## config.mk

```make
export PLATFORM = sky130hd
export DESIGN_NAME = surf_cout_align
export DESIGN_NICKNAME = d
export VERILOG_FILES = /design/src/rtl/surf_cout_align_pkg.sv /design/src/rtl/surf_cout_eye_tracker.sv /design/src/rtl/surf_cout_align.sv
export SDC_FILE = /design/constraint.sdc
export NUM_CORES = 1
export LEC_CHECK = 0
export BUFFER_PORTS_ARGS = -buffer_cell sky130_fd_sc_hd__buf_2
export CELL_PAD_IN_SITES_DETAIL_PLACEMENT = 1
export CELL_PAD_IN_SITES_GLOBAL_PLACEMENT = 1
export CORE_MARGIN = 10
export CORE_UTILIZATION = 46
export DETAILED_ROUTE_END_ITERATION = 8
export GPL_ROUTABILITY_DRIVEN = 0
export HOLD_SLACK_MARGIN = 0.02
export PLACE_DENSITY_LB_ADDON = 0.1
export SLEW_MARGIN = 30
export SYNTH_ARGS = -nofsm -noshare
export SYNTH_HDL_FRONTEND = slang
export SYNTH_SLANG_ARGS = --single-unit
```

## constraint.sdc

```tcl
create_clock -name sysclk_i -period 4.1 [get_ports sysclk_i]
set_clock_uncertainty 0.2 [all_clocks]
set_input_delay 0.615 -clock sysclk_i [delete_from_list [all_inputs] [get_ports sysclk_i]]
set_output_delay 0.615 -clock sysclk_i [all_outputs]
set_load 0.1 [all_outputs]
```

## src/rtl/surf_cout_align_pkg.sv

```systemverilog
// surf_cout_align_pkg
// Shared definitions for the SURF COUT receive-PHY training controller:
//   - state_e      : training sequencer states
//   - TAP_W        : IDELAY tap index width
//   - CNT_W        : width of the shared phase counter
//   - is_rotation  : true when a nibble is any of the four rotations of a pattern
package surf_cout_align_pkg;

    localparam int TAP_W             = 6;
    localparam int CNT_W             = 8;
    localparam int SERDES_RST_CYCLES = 4;
    localparam int LOCK_MATCHES      = 4;

    typedef enum logic [3:0] {
        ST_IDLE        = 4'd0,
        ST_RST_SERDES  = 4'd1,
        ST_LOAD        = 4'd2,
        ST_SETTLE      = 4'd3,
        ST_CHECK       = 4'd4,
        ST_NEXT        = 4'd5,
        ST_EVAL        = 4'd6,
        ST_CENTER_LOAD = 4'd7,
        ST_SLIP_CHECK  = 4'd8,
        ST_SLIP_WAIT   = 4'd9,
        ST_LOCKED      = 4'd10,
        ST_FAIL        = 4'd11
    } state_e;

    // A tap is usable before bitslip alignment as long as the word is
    // some rotation of the training nibble; bitslip fixes the phase later.
    function automatic logic is_rotation(input logic [3:0] word, input logic [3:0] pattern);
        logic hit;
        hit = (word == pattern)
           || (word == {pattern[2:0], pattern[3]})
           || (word == {pattern[1:0], pattern[3:2]})
           || (word == {pattern[0],   pattern[3:1]});
        return hit;
    endfunction

endpackage

```

## src/rtl/surf_cout_eye_tracker.sv

```systemverilog
// surf_cout_eye_tracker
// Tracks the current run of consecutive good IDELAY taps and remembers the
// longest run seen so far. The earliest run wins a tie (strict greater-than).
// A run still open at the last tap is simply closed; there is no wrap-around.
// Ports:
//   clk_i, rst_ni   clock and asynchronous active-low reset
//   clear_i         synchronous clear of all run registers
//   tap_done_i      one-cycle strobe: the score for tap_i is final
//   tap_good_i      score of tap_i
//   tap_i           index of the tap just scored
//   best_start_o    first tap of the longest run
//   best_len_o      length of the longest run
module surf_cout_eye_tracker
    import surf_cout_align_pkg::*;
(
    input  logic             clk_i,
    input  logic             rst_ni,
    input  logic             clear_i,
    input  logic             tap_done_i,
    input  logic             tap_good_i,
    input  logic [TAP_W-1:0] tap_i,
    output logic [TAP_W-1:0] best_start_o,
    output logic [TAP_W:0]   best_len_o
);

    logic [TAP_W-1:0] cur_start_q, cur_start_d;
    logic [TAP_W-1:0] best_start_q, best_start_d;
    logic [TAP_W:0]   cur_len_q, cur_len_d;
    logic [TAP_W:0]   best_len_q, best_len_d;

    // Next-state of the current and best run on each scored tap.
    always_comb begin
        cur_start_d  = cur_start_q;
        cur_len_d    = cur_len_q;
        best_start_d = best_start_q;
        best_len_d   = best_len_q;
        if (clear_i) begin
            cur_start_d  = {TAP_W{1'b0}};
            cur_len_d    = {(TAP_W+1){1'b0}};
            best_start_d = {TAP_W{1'b0}};
            best_len_d   = {(TAP_W+1){1'b0}};
        end else if (tap_done_i) begin
            if (tap_good_i) begin
                cur_len_d = cur_len_q + (TAP_W+1)'(1);
                if (cur_len_q == {(TAP_W+1){1'b0}}) begin
                    cur_start_d = tap_i;
                end else begin
                    cur_start_d = cur_start_q;
                end
            end else begin
                cur_len_d = {(TAP_W+1){1'b0}};
            end
            if (cur_len_d > best_len_q) begin
                best_len_d   = cur_len_d;
                best_start_d = cur_start_d;
            end else begin
                best_len_d   = best_len_q;
                best_start_d = best_start_q;
            end
        end else begin
            cur_len_d = cur_len_q;
        end
    end

    // Run registers.
    always_ff @(posedge clk_i or negedge rst_ni) begin
        if (!rst_ni) begin
            cur_start_q  <= {TAP_W{1'b0}};
            cur_len_q    <= {(TAP_W+1){1'b0}};
            best_start_q <= {TAP_W{1'b0}};
            best_len_q   <= {(TAP_W+1){1'b0}};
        end else begin
            cur_start_q  <= cur_start_d;
            cur_len_q    <= cur_len_d;
            best_start_q <= best_start_d;
            best_len_q   <= best_len_d;
        end
    end

    assign best_start_o = best_start_q;
    assign best_len_o   = best_len_q;

endmodule

```

## src/rtl/surf_cout_align.sv

```systemverilog
// surf_cout_align
// Training controller for the SURF COUT receive PHY (IDELAYE2 + 4-bit
// ISERDESE2). On start_i it resets the ISERDES, sweeps every IDELAY tap
// scoring it against the training nibble, loads the centre of the longest
// good run, then bitslips until the word equals TRAIN_PATTERN.
// Optional build macro SURF_COUT_ALIGN_MONITOR_EN adds post-lock error
// monitoring (err_count_o, lock_lost_o).
// Ports:
//   sysclk_i, sysclk_rstn_i   sole clock, asynchronous active-low reset
//   start_i                   one-cycle start / restart request
//   cout_i                    PHY parallel word
//   idelay_current_i          PHY CNTVALUEOUT (readback only, unused here)
//   idelay_value_o/_load_o    tap value and load strobe to the IDELAY
//   iserdes_rst_o             ISERDES reset
//   iserdes_bitslip_o         one-cycle bitslip strobe
//   busy_o/locked_o/fail_o    status
//   eye_start_o/eye_width_o   chosen good-tap run
//   slip_count_o              bitslips issued
// All outputs are registered. Counted phases must not exceed 256 cycles.
module surf_cout_align
    import surf_cout_align_pkg::*;
#(
    parameter logic [3:0] TRAIN_PATTERN = 4'hA,
    parameter int         NUM_TAPS      = 32,
    parameter int         SETTLE_CYCLES = 8,
    parameter int         CHECK_CYCLES  = 64,
    parameter int         MIN_EYE       = 4,
    parameter int         SLIP_WAIT     = 4,
    parameter int         MAX_SLIPS     = 8
) (
    input  logic        sysclk_i,
    input  logic        sysclk_rstn_i,
    input  logic        start_i,
    input  logic [3:0]  cout_i,
    input  logic [5:0]  idelay_current_i,
    output logic [5:0]  idelay_value_o,
    output logic        idelay_load_o,
    output logic        iserdes_rst_o,
    output logic        iserdes_bitslip_o,
    output logic        busy_o,
    output logic        locked_o,
    output logic        fail_o,
    output logic [5:0]  eye_start_o,
    output logic [6:0]  eye_width_o,
`ifdef SURF_COUT_ALIGN_MONITOR_EN
    output logic [15:0] err_count_o,
    output logic        lock_lost_o,
`endif
    output logic [3:0]  slip_count_o
);

    localparam logic [CNT_W-1:0] RST_LAST    = CNT_W'(SERDES_RST_CYCLES - 1);
    localparam logic [CNT_W-1:0] SETTLE_LAST = CNT_W'(SETTLE_CYCLES - 1);
    localparam logic [CNT_W-1:0] CHECK_LAST  = CNT_W'(CHECK_CYCLES - 1);
    localparam logic [CNT_W-1:0] SLIP_LAST   = CNT_W'(SLIP_WAIT - 1);
    localparam logic [CNT_W-1:0] MATCH_LAST  = CNT_W'(LOCK_MATCHES - 1);
    localparam logic [TAP_W-1:0] LAST_TAP    = TAP_W'(NUM_TAPS - 1);
    localparam logic [TAP_W:0]   MIN_EYE_LEN = (TAP_W+1)'(MIN_EYE);
    localparam logic [3:0]       SLIP_LIMIT  = 4'(MAX_SLIPS);

    state_e           state_q, state_d;
    logic [CNT_W-1:0] cnt_q, cnt_d;
    logic [TAP_W-1:0] tap_q, tap_d;
    logic [3:0]       slip_q, slip_d;
    logic [3:0]       first_q, first_d;
    logic             good_q, good_d;
    logic             centering_q, centering_d;
    logic [TAP_W-1:0] eye_start_q, eye_start_d;
    logic [TAP_W:0]   eye_width_q, eye_width_d;
    logic [TAP_W-1:0] value_q, value_d;
    logic             load_q, load_d;
    logic             srst_q, srst_d;
    logic             bitslip_q, bitslip_d;
    logic             busy_q, busy_d;
    logic             locked_q, locked_d;
    logic             fail_q, fail_d;

    logic             sample_ok_s;
    logic [TAP_W-1:0] best_start_s;
    logic [TAP_W:0]   best_len_s;
    logic [TAP_W-1:0] center_s;
    logic             unused_idelay_current_s;

`ifdef SURF_COUT_ALIGN_MONITOR_EN
    logic [15:0] err_count_q, err_count_d;
    logic [3:0]  miss_run_q, miss_run_d;
    logic        lock_lost_q, lock_lost_d;
`endif

    // CNTVALUEOUT is exposed to the register block elsewhere.
    assign unused_idelay_current_s = ^idelay_current_i;

    // First sample of a window only has to be a rotation; later ones must repeat it.
    assign sample_ok_s = (cnt_q == {CNT_W{1'b0}}) ? is_rotation(cout_i, TRAIN_PATTERN)
                                                  : (cout_i == first_q);

    // Floor centre of the best run; start + len/2 never exceeds the last tap.
    assign center_s = best_start_s + best_len_s[TAP_W:1];

    surf_cout_eye_tracker u_eye_tracker (
        .clk_i        (sysclk_i),
        .rst_ni       (sysclk_rstn_i),
        .clear_i      (start_i),
        .tap_done_i   (state_q == ST_NEXT),
        .tap_good_i   (good_q),
        .tap_i        (tap_q),
        .best_start_o (best_start_s),
        .best_len_o   (best_len_s)
    );

    // Training sequencer: next state and working registers.
    always_comb begin
        state_d     = state_q;
        cnt_d       = cnt_q;
        tap_d       = tap_q;
        slip_d      = slip_q;
        first_d     = first_q;
        good_d      = good_q;
        centering_d = centering_q;
        eye_start_d = eye_start_q;
        eye_width_d = eye_width_q;
`ifdef SURF_COUT_ALIGN_MONITOR_EN
        err_count_d = err_count_q;
        miss_run_d  = miss_run_q;
        lock_lost_d = lock_lost_q;
`endif
        if (start_i) begin
            state_d     = ST_RST_SERDES;
            cnt_d       = {CNT_W{1'b0}};
            tap_d       = {TAP_W{1'b0}};
            slip_d      = 4'd0;
            first_d     = 4'd0;
            good_d      = 1'b0;
            centering_d = 1'b0;
            eye_start_d = {TAP_W{1'b0}};
            eye_width_d = {(TAP_W+1){1'b0}};
`ifdef SURF_COUT_ALIGN_MONITOR_EN
            err_count_d = 16'd0;
            miss_run_d  = 4'd0;
            lock_lost_d = 1'b0;
`endif
        end else begin
            case (state_q)
                ST_IDLE: begin
                    state_d = ST_IDLE;
                end
                ST_RST_SERDES: begin
                    if (cnt_q == RST_LAST) begin
                        state_d = ST_LOAD;
                        cnt_d   = {CNT_W{1'b0}};
                        tap_d   = {TAP_W{1'b0}};
                    end else begin
                        cnt_d = cnt_q + CNT_W'(1);
                    end
                end
                ST_LOAD: begin
                    state_d = ST_SETTLE;
                    cnt_d   = {CNT_W{1'b0}};
                end
                ST_SETTLE: begin
                    if (cnt_q == SETTLE_LAST) begin
                        state_d = centering_q ? ST_SLIP_CHECK : ST_CHECK;
                        cnt_d   = {CNT_W{1'b0}};
                    end else begin
                        cnt_d = cnt_q + CNT_W'(1);
                    end
                end
                ST_CHECK: begin
                    // The window always runs to completion so every tap costs the same time.
                    if (cnt_q == {CNT_W{1'b0}}) begin
                        first_d = cout_i;
                        good_d  = sample_ok_s;
                    end else begin
                        first_d = first_q;
                        good_d  = good_q & sample_ok_s;
                    end
                    if (cnt_q == CHECK_LAST) begin
                        state_d = ST_NEXT;
                        cnt_d   = {CNT_W{1'b0}};
                    end else begin
                        cnt_d = cnt_q + CNT_W'(1);
                    end
                end
                ST_NEXT: begin
                    if (tap_q == LAST_TAP) begin
                        state_d = ST_EVAL;
                    end else begin
                        tap_d   = tap_q + TAP_W'(1);
                        state_d = ST_LOAD;
                    end
                end
                ST_EVAL: begin
                    if (best_len_s < MIN_EYE_LEN) begin
                        state_d = ST_FAIL;
                    end else begin
                        eye_start_d = best_start_s;
                        eye_width_d = best_len_s;
                        centering_d = 1'b1;
                        state_d     = ST_CENTER_LOAD;
                    end
                end
                ST_CENTER_LOAD: begin
                    state_d = ST_SETTLE;
                    cnt_d   = {CNT_W{1'b0}};
                end
                ST_SLIP_CHECK: begin
                    // cnt_q counts consecutive exact matches here.
                    if (cout_i == TRAIN_PATTERN) begin
                        if (cnt_q == MATCH_LAST) begin
                            state_d = ST_LOCKED;
                            cnt_d   = {CNT_W{1'b0}};
                        end else begin
                            cnt_d = cnt_q + CNT_W'(1);
                        end
                    end else if (slip_q == SLIP_LIMIT) begin
                        state_d = ST_FAIL;
                    end else begin
                        slip_d  = slip_q + 4'd1;
                        state_d = ST_SLIP_WAIT;
                        cnt_d   = {CNT_W{1'b0}};
                    end
                end
                ST_SLIP_WAIT: begin
                    if (cnt_q == SLIP_LAST) begin
                        state_d = ST_SLIP_CHECK;
                        cnt_d   = {CNT_W{1'b0}};
                    end else begin
                        cnt_d = cnt_q + CNT_W'(1);
                    end
                end
                ST_LOCKED: begin
`ifdef SURF_COUT_ALIGN_MONITOR_EN
                    if (cout_i != TRAIN_PATTERN) begin
                        if (err_count_q != 16'hFFFF) begin
                            err_count_d = err_count_q + 16'd1;
                        end else begin
                            err_count_d = err_count_q;
                        end
                        // This mismatch is the 16th in a row.
                        if (miss_run_q == 4'd15) begin
                            lock_lost_d = 1'b1;
                            state_d     = ST_FAIL;
                        end else begin
                            miss_run_d = miss_run_q + 4'd1;
                        end
                    end else begin
                        miss_run_d = 4'd0;
                    end
`else
                    state_d = ST_LOCKED;
`endif
                end
                ST_FAIL: begin
                    state_d = ST_FAIL;
                end
                default: begin
                    state_d = ST_IDLE;
                end
            endcase
        end
    end

    // Output next-values decoded from the next state so outputs track the state register.
    always_comb begin
        busy_d    = (state_d != ST_IDLE) && (state_d != ST_LOCKED) && (state_d != ST_FAIL);
        srst_d    = (state_d == ST_RST_SERDES);
        load_d    = (state_d == ST_LOAD) || (state_d == ST_CENTER_LOAD);
        bitslip_d = (state_q == ST_SLIP_CHECK) && (state_d == ST_SLIP_WAIT);
        locked_d  = (state_d == ST_LOCKED);
        fail_d    = (state_d == ST_FAIL);
        // The tap value moves only together with a load strobe.
        if (state_d == ST_LOAD) begin
            value_d = tap_d;
        end else if (state_d == ST_CENTER_LOAD) begin
            value_d = center_s;
        end else begin
            value_d = value_q;
        end
    end

    // State, working and output registers.
    always_ff @(posedge sysclk_i or negedge sysclk_rstn_i) begin
        if (!sysclk_rstn_i) begin
            state_q     <= ST_IDLE;
            cnt_q       <= {CNT_W{1'b0}};
            tap_q       <= {TAP_W{1'b0}};
            slip_q      <= 4'd0;
            first_q     <= 4'd0;
            good_q      <= 1'b0;
            centering_q <= 1'b0;
            eye_start_q <= {TAP_W{1'b0}};
            eye_width_q <= {(TAP_W+1){1'b0}};
            value_q     <= {TAP_W{1'b0}};
            load_q      <= 1'b0;
            srst_q      <= 1'b0;
            bitslip_q   <= 1'b0;
            busy_q      <= 1'b0;
            locked_q    <= 1'b0;
            fail_q      <= 1'b0;
        end else begin
            state_q     <= state_d;
            cnt_q       <= cnt_d;
            tap_q       <= tap_d;
            slip_q      <= slip_d;
            first_q     <= first_d;
            good_q      <= good_d;
            centering_q <= centering_d;
            eye_start_q <= eye_start_d;
            eye_width_q <= eye_width_d;
            value_q     <= value_d;
            load_q      <= load_d;
            srst_q      <= srst_d;
            bitslip_q   <= bitslip_d;
            busy_q      <= busy_d;
            locked_q    <= locked_d;
            fail_q      <= fail_d;
        end
    end

`ifdef SURF_COUT_ALIGN_MONITOR_EN
    // Post-lock error monitor registers.
    always_ff @(posedge sysclk_i or negedge sysclk_rstn_i) begin
        if (!sysclk_rstn_i) begin
            err_count_q <= 16'd0;
            miss_run_q  <= 4'd0;
            lock_lost_q <= 1'b0;
        end else begin
            err_count_q <= err_count_d;
            miss_run_q  <= miss_run_d;
            lock_lost_q <= lock_lost_d;
        end
    end

    assign err_count_o = err_count_q;
    assign lock_lost_o = lock_lost_q;
`endif

    assign idelay_value_o    = value_q;
    assign idelay_load_o     = load_q;
    assign iserdes_rst_o     = srst_q;
    assign iserdes_bitslip_o = bitslip_q;
    assign busy_o            = busy_q;
    assign locked_o          = locked_q;
    assign fail_o            = fail_q;
    assign eye_start_o       = eye_start_q;
    assign eye_width_o       = eye_width_q;
    assign slip_count_o      = slip_q;

endmodule
```

### After elaboration in Yosys (flattened, before gate mapping)

Cells that the tools add are included.

* equality and inequality tests: 31
* mux-type cells: 60
* $lt $le $gt $ge: 2
* add/sub/neg operators: 5
* reductions and logical operators: 25
* bitwise gates (word level): 1

Operators with widths (count)
* 6-bit two-way mux: 15
* 7-bit two-way mux: 11
* 4-bit two-way mux: 16
* 8-bit two-way mux: 6
* 4-bit one-hot mux with 10 select lines: 1
* 8-bit one-hot mux with 5 select lines: 1
* 4-bit == test (second input constant): 9
* 4-bit by 3-bit == test with 1-bit output (second input constant): 6
* 2-bit nonzero test: 7
* 4-bit by 2-bit == test with 1-bit output (second input constant): 3
* 4-bit inequality test (second input constant): 3
* 6-bit one-hot mux with 2 select lines: 1
* 8-bit by 1-bit adder with 8-bit output (second input constant): 1
* 4-bit by 1-bit == test with 1-bit output (second input constant): 2
* 8-bit by 2-bit == test with 1-bit output (second input constant): 1
* 8-bit by 3-bit == test with 1-bit output (second input constant): 1
* 8-bit by 6-bit == test with 1-bit output (second input constant): 1
* 8-bit zero test: 1
* 2-bit AND reduction: 4
* 7-bit by 1-bit adder with 7-bit output (second input constant): 1
* 7-bit > comparator: 1
* 7-bit zero test: 1
* 7-bit by 3-bit < comparator with 1-bit output (second input constant): 1
* 1-bit two-way mux: 7
* 15 further kinds: 23

* register bits after elaboration: 79
* bits of input ports: 13

### Logic depth before layout (Yosys ltp)

Gate-level depths: netlist of run 1.

* depth in word-level cells: 9
* gate-level depth with buffers: 13

### Modules after synthesis

Synthesis of run 1 repeated with hierarchy kept, for this count alone.

* cell total of the unflattened synthesis: 477
* area, all modules: 4804.6 sq um

By module, submodules not included
* surf_cout_align: area each 3124.2 sq um, cells an instance 310, times used 1
* surf_cout_eye_tracker: area each 1680.4 sq um, cells an instance 167, times used 1

### Worst setup path before layout of run 1

Ideal clock, no wire load.

* path kind: register to register
* start: reg slip_q[0] (netlist: slip_count_o[0])
* end: reg cnt_q[7]
* period minus slack after synthesis: 3.027 ns
* data arrival time: 2.749 ns
* required time: 3.822 ns
* stages on the path, launching flop included: 9
* buffers on the path: 0
* slack: 1.073 ns
* cells stage by stage: dfrtp_1 inv_1 ha_1 and3b_1 a311oi_1 nor2b_1 or4_1 a22o_1 a21oi_1

* word-level cells in the longest chain between the ends: 3

RTL lines
* from (decl): RTL line surf_cout_align.sv:64 `logic [3:0] slip_q, slip_d;`
* from (signal assigned): RTL line surf_cout_align.sv:304 `slip_q <= slip_d;`
* 4-bit == test: RTL line surf_cout_align.sv:215 `end else if (slip_q == SLIP_LIMIT) begin`
* 4-bit inequality test (no line)
* 2-bit AND reduction (no line)
* to (signal assigned): RTL line surf_cout_align.sv:285 `cnt_q <= {CNT_W{1'b0}};`
* to (signal assigned): RTL line surf_cout_align.sv:302 `cnt_q <= cnt_d;`
* to (decl): RTL line surf_cout_align.sv:62 `logic [CNT_W-1:0] cnt_q, cnt_d;`

Every way passes these cells.
A chain may end at the register's enable or synchronous reset.

### Worst setup path after layout of run 1

* start: reg cnt_q[0]
* end: reg value_q[0] (netlist: idelay_value_o[0])

* word-level cells in the longest chain between the ends: 7

RTL lines
* 8-bit by 2-bit == test with 1-bit output: RTL line surf_cout_align.sv:148, surf_cout_align.sv:209, surf_cout_align.sv:224
* 4-bit two-way mux: RTL line surf_cout_align.sv:209 `if (cnt_q == MATCH_LAST) begin`
* 4-bit two-way mux: RTL line surf_cout_align.sv:208 `if (cout_i == TRAIN_PATTERN) begin`
* 4-bit one-hot mux with 10 select lines: RTL line surf_cout_align.sv:143 `case (state_q)`
* 4-bit two-way mux: RTL line surf_cout_align.sv:127 `if (start_i) begin`
* 4-bit by 2-bit == test with 1-bit output / 4-bit by 3-bit == test with 1-bit output (equally long branches): RTL line surf_cout_align.sv:272, surf_cout_align.sv:274
* 6-bit two-way mux / 2-bit nonzero test (equally long branches)
* to (signal assigned): RTL line surf_cout_align.sv:293 `value_q <= {TAP_W{1'b0}};`
* to (signal assigned): RTL line surf_cout_align.sv:310 `value_q <= value_d;`
* to (decl): RTL line surf_cout_align.sv:70 `logic [TAP_W-1:0] value_q, value_d;`

Parallel ways exist; a longest one is shown, timed or not.

==> results of run 1 <==
==> layout make-up <==
type                    count  area (um2)  area share
repair buffers             44       249.0     0.04849
well taps                 133       166.4     0.03241
multi-input cells         353        2409      0.4691
inverters                  24       90.09     0.01754
clock buffers               9       123.9     0.02412
flip-flops and latches     79        1977      0.3850
clock inverters             7       120.1     0.02339
==> cell families after synthesis <==
logic type	count (synthesis)	share of synthesized area
and+or+nand+nor	183	0.2141
AOI/OAI and AO/OA	106	0.1641
DFF	79	0.4336
buffers and inverters	46	0.04034
muxes	25	0.05488
adders and majority gates	20	0.05653
xor gates and xnor gates	19	0.03650
==> registers in the layout (all words and copies together), names as in the netlist, 4 cells and up <==
signal	flops
u_eye_tracker.best_len_o	7
u_eye_tracker.cur_start_q	6
eye_width_o	7
eye_start_o	6
tap_q	6
u_eye_tracker.cur_len_q	7
state_q	4
cnt_q	8
idelay_value_o	6
slip_count_o	4
u_eye_tracker.best_start_o	6
first_q	4
==> critical path: cells and delay by family, from the launching register on <==
kind,cells,cell delay [ps]
DFF,1,430
AOI/OAI and AO/OA,4,1280
and+or+nand+nor,2,1040
adders and majority gates,1,280
==> stage by stage <==
step	std cells	utilization
floorplan	478	-
global placement	633	0.5019
detailed placement	633	0.5027
CTS	649	0.5278
global route	649	0.5278
finish	649	0.5278
==> per-layer routing <==
| metal | share of wire | global-route usage |
|---|---|---|
| met5 | 0 | 0 |
| met4 | 0.019 | 0.06109 |
| met3 | 0.036 | 0.03704 |
| met2 | 0.49 | 0.2920 |
| met1 | 0.46 | 0.2059 |
==> where the power goes <==
part | leakage, nW | internal, mW | switching (mW)
registers | 1.08 | 0.829 | 0.0435
clock network | 0.120 | 0.407 | 0.304
logic | 1.15 | 0.171 | 0.502
total | 2.35 | 1.41 | 0.850
==> cell usage in the layout (no fill, tap or decap), types with 4 or more instances in the layout <==
cell type	n
o21bai_1	4
buf_4	9
or4_1	8
clkbuf_8	9
a211oi_1	14
a21oi_1	25
o21a_1	5
o21ai_0	13
inv_1	23
a22o_1	8
mux2i_1	25
ha_1	19
a31oi_1	5
o21ai_1	4
and2_1	6
nor3b_1	4
nor2b_1	11
xor2_1	5
nand2_1	48
xnor2_1	14
dfrtp_1	79
nor3_1	6
nor2_1	42
or3_1	4
nand3_1	15
buf_2	34
nand4_1	7
==> how the worst max path moves through the flow <==
stage | to | slack [ps]
floorplan | cnt_q[7]$_DFFE_PN0P_ | 1070
global placement | idelay_value_o[0]$_DFFE_PN0P_ | 900
detailed placement | idelay_value_o[0]$_DFFE_PN0P_ | 840
CTS | idelay_value_o[0]$_DFFE_PN0P_ | 790
global route | idelay_value_o[0]$_DFFE_PN0P_ | 460
finish | idelay_value_o[0]$_DFFE_PN0P_ | 800
==> flow_summary.toml, run 1 <==
[cts]
post-cts-setup-buffers = 0
clockBufferDepth = 2
clock-root-buffer = "clkbuf_8"
cts.htree.levels = 3
clock_latency_ps = 360
cts.repair.resized = 0
path_clk_slew_ps = 90
cts_tree = "yes"
holdBufCountCts = 0
cts_buffers = 9
cts_sinks = 79

[timing]
max_freq_mhz = 303.2
timing.final.ws_setup_ps = 801.9
setup-violations-final = 0
drv_slew = 0
hold_ws_ps = 102.7
rsz0062_at_grt = "no"
tns_ps = 0
slew_headroom = 0.5132
tightest_slew_ps = 730.2
min_period_ps = 3298
final_hold_viol_count = 0
fin_crit_sh = 0.8044

[synth]
seq_area_frac_synth = 0.4336
synthesis.area_um2 = 4559
syn_nets = 511
synthDistinctLibCells = 62
synth_most_common_cell = "dfrtp_1"
ys.flop_type = "dfrtp_1"
async_flop_share = 1.000
synth_area_leader_cell = "dfrtp_1"
ys_ff_latch = 79
syn-instance-count = 478
synth_top_area_share = 0.4336
synth_common_cells = "dfrtp_1, nand2_1, nor2_1, a21oi_1, mux2i_1"
synth_edf_count = 0
ys_top_cells_by_area = "dfrtp_1, mux2i_1, ha_1"
syn-mean-instance-area_um2 = 9.538
ys.warnings.count = 0

[placement]
port-buffer-count = 35
pre_cts_ws_ps = 837.9
dpl.hpwl_mm = 8.623
place_area_um2 = 4891

[global_route]
gr-total-overflow = 0
grt_pass1_wl_mm = 20.05
grt_usage = 0.1703
grt_antenna_before_repair = 0
grt_pass1_vias = 3978
grt_start_max_net_pins = 80

[critical_path]
worstSetupPathType = "reg -> reg"
cp_cell_sequence = "ha_1, or4b_1, o311ai_1, nand4_1, o21a_1, a211oi_4, o221a_1"
cp_slowest_stage_delay_ps = 550
critPathMaxFanout = 14
required_ps = 4190
cp-end-kind = "flop"
worstReg2RegEnd = "idelay_value_o[0]$_DFFE_PN0P_"
regToRegSetupSlack_ps = 800
reg2regPathDepth = 7
regToRegStartpoint = "cnt_q[0]$_DFFE_PN0P_"
cp_data_arrival_time_ps = 3390
cp_slowest_cell = "nand4_1"
worstSetupStartpoint = "cnt_q[0]$_DFFE_PN0P_"
startpoint_type = "flop"

[floorplanning]
die_h_um = 119.6
core_area_um2 = 9729
rows = 36
die_area_um2 = 14290
fp.dieW_um = 119.6
io_pins = 42
initial_utilization = 0.4686

[route]
drt-initial-drc-count = 278
wl_per_cell_um = 18.17
drt.antenna.violating_nets = 0
num_vias = 3721
vias_per_cell = 5.733
drc = 0
wirelength_mm = 11.79
drtPass1Iterations = 4

[layout]
nFillCells = 1145
area_growth_syn_to_layout_pct = 12.62
drive_gt1_frac = 0.1512
diodes = 0
finalInstanceArea_um2 = 5135
finalNetCount = 544

[power]
powerDensity_nw_per_um2 = 439.4
power_mw = 2.257
leakage_nw = 2.349
ir_drop_v = 0.0003075

[worst_hold_path]
hp-class = "in -> async"

[run]
cap_violations = 0

[outcome]
status = "complete, no violations"
No activity file was read; power rests on OpenSTA's default activity.
==> run 2, diff against run 1 <==
Settings changed: CORE_UTILIZATION 46 to 42.
Clock period 4.1 ns to 2.84 ns, I/O delays scaled along.
==> run 2 against run 1 <==
Combinational power rose by 65%; core utilization fell by 0.12 points; via count rose by 2.2%; first-iteration DRC count fell by 28%; critical path depth fell by 1; die area rose by 7.9%; hold slack improved by 87 ps; fmax rose by 17%; final cell count rose by 5.9%; clock power rose by 15%; cell area rose by 7.3%; highest routed layer unchanged.
==> flow_summary.toml, run 2 (synthesis results as in run 1) <==
[critical_path]
required_ps = 2880
cp_slowest_cell = "or4_1"
critPathMaxFanout = 7
regToRegStartpoint = "cnt_q[3]$_DFFE_PN0P_"
cp_cell_sequence = "or3_4, or4_1, o22a_1, a21o_4, or4_1, o221a_1"
startpoint_type = "flop"
reg2regPathDepth = 6
cp-end-kind = "flop"
cp_slowest_stage_delay_ps = 540
critical_path.most_common_cell = "or4_1"
cp_data_arrival_time_ps = 2860
worstSetupStartpoint = "cnt_q[3]$_DFFE_PN0P_"
worstSetupPathType = "reg -> reg"

[power]
seq_power_share = 0.390
leakage_nw = 2.523
p_sw_mw = 1.229
power_mw = 3.164
ir_drop_v = 0.0005993
p_sw_frac = 0.3884
powerDensity_nw_per_um2 = 574.3
pwr-share-clk = 0.259
internal_power_mw = 1.935
p_comb_frac = 0.352

[global_route]
grt_usage = 0.1655
grt_pass1_vias = 3966
grt_antenna_before_repair = 0
grt_start_max_net_pins = 43
gr-total-overflow = 0
grt_pass1_wl_mm = 20.32

[route]
vias_per_cell = 5.537
drc = 0
wirelength_mm = 12.65
num_vias = 3804
wl_per_cell_um = 18.42
drt.antenna.violating_nets = 0
drtPass1Iterations = 4
drt-initial-drc-count = 199

[layout]
drive_gt1_frac = 0.2377
finalInstanceArea_um2 = 5509
final_common_cell = "dfrtp_1"
mostFrequentLayoutCells = "dfrtp_1, nand2_1, nor2_1"
largest_register_ffs = 8
finalNetCount = 580
top_register = "cnt_q"
area_growth_syn_to_layout_pct = 20.83
diodes = 0

[worst_hold_path]
worstHoldPathCells = 3
hp-class = "in -> reg"
min_from = "cout_i[1]"

[timing]
max_freq_mhz = 354.8
tightest_slew_ps = 598.1
fin_crit_sh = 0.9925
drv_slew = 0
min_period_ps = 2819
final_hold_viol_count = 0
setup-violations-final = 0
slew_headroom = 0.5995
hold_ws_ps = 189.5

[floorplanning]
rows = 37
die_area_um2 = 15420
die_h_um = 124.2
fp.dieW_um = 124.2
initial_utilization = 0.4358
io_pins = 42
core_area_um2 = 10460

[cts]
clock_latency_ps = 360
cts_tree = "yes"
cts.htree.levels = 3
cts_buffers = 9
cts_sinks = 79
clock-root-buffer = "clkbuf_8"
path_clk_slew_ps = 80
clockBufferDepth = 2

[outcome]
status = "complete, no violations"

[placement]
port-buffer-count = 35
dpl.hpwl_mm = 9.241
place_area_um2 = 5145

[run]
cap_violations = 0
run 2: per-layer routing:
layer / track usage / wire length (um) / up-vias
met5: 0 / 0 / -
met4: 0.05755 / 133 / 0
met3: 0.02443 / 466 / 9
met2: 0.2793 / 6206 / 42
met1: 0.2112 / 5846 / 1899
li1: - / - / 1854
run 2: per-stage QoR:
step | instances | setup TNS, ps | setup slack (ps) | utilization
6_report | 687 | 0 | 21.36 | 0.5265
5_1_grt | 687 | -632.8 | -89.48 | 0.5265
4_1_cts | 682 | 0 | 6.273 | 0.5115
3_5_place_dp | 665 | 0 | 5.261 | 0.4917
3_3_place_gp | 665 | 0 | 41.17 | 0.4917
2_1_floorplan | 478 | 0 | 42.12 | -
run 2: worst paths after layout:
| path | end | slack, ps |
|---|---|---|
| min reg2reg | eye_width_o[2]$_DFFE_PN0P_ | 280 |
| max | idelay_value_o[1]$_DFFE_PN0P_ | 20 |
| max in group asynchronous | state_q[3]$_DFF_PN0_ | 1420 |
| min in group asynchronous | idelay_value_o[2]$_DFFE_PN0P_ | 400 |
| min | first_q[1]$_DFFE_PN0P_ | 190 |
| max reg2reg | idelay_value_o[1]$_DFFE_PN0P_ | 20 |
run 2: final cells by class:
cell class | count | area (um2)
inverter | 24 | 90.09
fill | 1232 | 4954
timing repair buffer | 80 | 576.8
clock buffer | 11 | 131.4
clock inverter | 4 | 47.55
multi-input combinational | 353 | 2511
tap | 136 | 170.2
sequential | 79 | 1982
run 2: power by group through the flow:
stage | clock, mW | sequential (mW) | combinational (mW)
floorplan | 0 | 1.61 | 0.422
global placement | 0 | 1.25 | 1.04
detailed placement | 0 | 1.26 | 1.06
CTS | 0.836 | 1.23 | 1.07
global route | 0.893 | 1.24 | 1.20
finish | 0.819 | 1.23 | 1.11
run 2: critical path: cells and delay by family (launching register included):
kind             cells  cell delay (ps)
AO/OA/AOI/OAI        3              650
AND/OR/NAND/NOR      3             1460
flip-flops           1              390
run 2: what timing repair did:
| action | 4_1_cts | 5_1_grt |
|---|---|---|
| pin swaps | 2 | 11 |
| endpoints found under the setup margin | 17 | 29 |
| hold buffers | 1 | 0 |
| cloned | 0 | 1 |
| gates resized for setup | 2 | 23 |
| setup buffers | 1 | 4 |
| hold endpoints to repair | 39 | 0 |
==> run 3, diff against run 2 <==
Settings changed: MAX_ROUTING_LAYER set to met4.
==> run 3 against run 2 <==
Sequential share of layout area barely moved; register-to-register slack barely moved; core utilization is essentially flat; via count shrank 0.60%; global-route usage is 0.48 points higher; fmax about the same; count of clock-buffer cells in the layout stayed put; cell area about the same; critical endpoint unchanged.
==> flow_summary.toml, run 3 (synthesis results as in run 1) <==
[global_route]
grt_busiest_layer = "met2"
grt_start_max_net_pins = 43
use_met1 = 0.2134
grt_antenna_before_repair = 0
grt_pass1_vias = 3968
met3_usage = 0.02081
grtUsageMet2 = 0.2790
gr-total-overflow = 0
grt_usage = 0.1703
grt_pass1_wl_mm = 20.32

[critical_path]
critPathMaxFanout = 7
cp_cell_sequence = "or3_4, or4_1, o22a_1, a21o_4, or4_1, o221a_1"
path_depth = 6
cp_slowest_stage_delay_ps = 540
reg2regPathDepth = 6
required_ps = 2880
cp_slowest_cell = "or4_1"
regToRegStartpoint = "cnt_q[3]$_DFFE_PN0P_"
critical-path-top-delay-family = "simple AND/OR/NAND/NOR gates"
startpoint_type = "flop"
cp_data_arrival_time_ps = 2860
worstReg2RegEnd = "idelay_value_o[1]$_DFFE_PN0P_"
worstSetupStartpoint = "cnt_q[3]$_DFFE_PN0P_"
regToRegSetupSlack_ps = 20
critical_path.most_common_cell = "or4_1"
worstSetupPathType = "reg -> reg"
cp-end-kind = "flop"
crit_buf_inv = 0

[route]
drtPass1Iterations = 4
drt-initial-drc-count = 235
wl_per_cell_um = 18.39
wirelength_mm = 12.63
num_vias = 3781
drc = 0
drt.antenna.violating_nets = 0
vias_per_cell = 5.504

[placement]
port-buffer-count = 35
place_area_um2 = 5145
dpl.hpwl_mm = 9.241
placedCellCount = 665

[layout]
drive_gt1_frac = 0.2396
top_register = "cnt_q"
finalNonFillerCells = 687
final_common_cell = "dfrtp_1"
nFillCells = 1232
seq_area_um2 = 1982
largest_register_ffs = 8
diodes = 0
fin_util = 0.5270
finalInstanceArea_um2 = 5514
area_growth_syn_to_layout_pct = 20.94
multi_input_area_um2 = 2516
mostFrequentLayoutCells = "dfrtp_1, nand2_1, nor2_1"
finalNetCount = 580

[floorplanning]
die_area_um2 = 15420
fp.dieW_um = 124.2
rows = 37
initial_utilization = 0.4358
die_h_um = 124.2
io_pins = 42
core_area_um2 = 10460

[cts]
clockBufferDepth = 2
clock-root-buffer = "clkbuf_8"
cts_buffers = 9
cts_sinks = 79
clock_latency_ps = 360
cts_tree = "yes"
cts.htree.levels = 3
path_clk_slew_ps = 80

[worst_hold_path]
hp-class = "in -> reg"
worstHoldPathCells = 3
whs_endpoint = "first_q[1]$_DFFE_PN0P_"
min_from = "cout_i[1]"

[outcome]
status = "complete, no violations"

[timing]
tns_ps = 0
slew_headroom = 0.5975
max_freq_mhz = 354.8
min_period_ps = 2818
drv_slew = 0
setup-violations-final = 0
final_hold_viol_count = 0
fin_crit_sh = 0.9924
tightest_slew_ps = 601.1

[run]
cap_violations = 0

[power]
leakage_nw = 2.524
ir_drop_v = 0.0005994
powerDensity_nw_per_um2 = 573.3
[run 3: cell type report]
class,count,area share
multi-input cells,353,0.4563
flip-flops and latches,79,0.3594
repair buffers,80,0.1046
clock inverters,4,0.008623
inverters,24,0.01634
well taps,136,0.03086
clock buffers,11,0.02383
[run 3: how the worst max path moves through the flow]
stage / to / slack [ps]
2_1_floorplan: idelay_value_o[2]$_DFFE_PN0P_ / 40
3_3_place_gp: idelay_value_o[1]$_DFFE_PN0P_ / 40
3_5_place_dp: u_eye_tracker.best_len_o[2]$_DFFE_PN0P_ / 5
4_1_cts: idelay_value_o[1]$_DFFE_PN0P_ / 6
5_1_grt: u_eye_tracker.best_len_o[2]$_DFFE_PN0P_ / -90
6_report: idelay_value_o[1]$_DFFE_PN0P_ / 20
[run 3: worst min-delay path, delay by kind of cell]
kind | cells | cell delay (ps)
simple gates | 1 | 80
mux | 1 | 70
buf+inv | 1 | 130
[run 3: layer usage]
layer | wire length [um] | part of all wire
met5 | 0 | 0
met1 | 5885 | 0.47
met4 | 136 | 0.011
met3 | 397 | 0.031
met2 | 6212 | 0.49
[run 3: repair_timing]
action,CTS,global route
cloned,0,1
gates resized for setup,2,24
hold endpoints to repair,39,0
setup buffers,1,4
pin swaps,2,11
hold buffers,1,0
endpoints found under the setup margin,17,29
[run 3: metrics by stage]
stage / setup WS (ps) / hold WS, ps / total power, mW
2_1_floorplan: 42.12 / -69.59 / 2.034
3_3_place_gp: 41.17 / 248.4 / 2.296
3_5_place_dp: 5.261 / 253.2 / 2.313
4_1_cts: 6.273 / 180.8 / 3.139
5_1_grt: -90.34 / 208.3 / 3.334
6_report: 21.58 / 189.7 / 3.161
[run 3: where the power goes]
part | internal [mW] | switching [mW] | leakage (nW)
Sequential | 1.20 | 0.0362 | 1.07
Clock | 0.399 | 0.416 | 0.0892
Combinational | 0.339 | 0.774 | 1.36
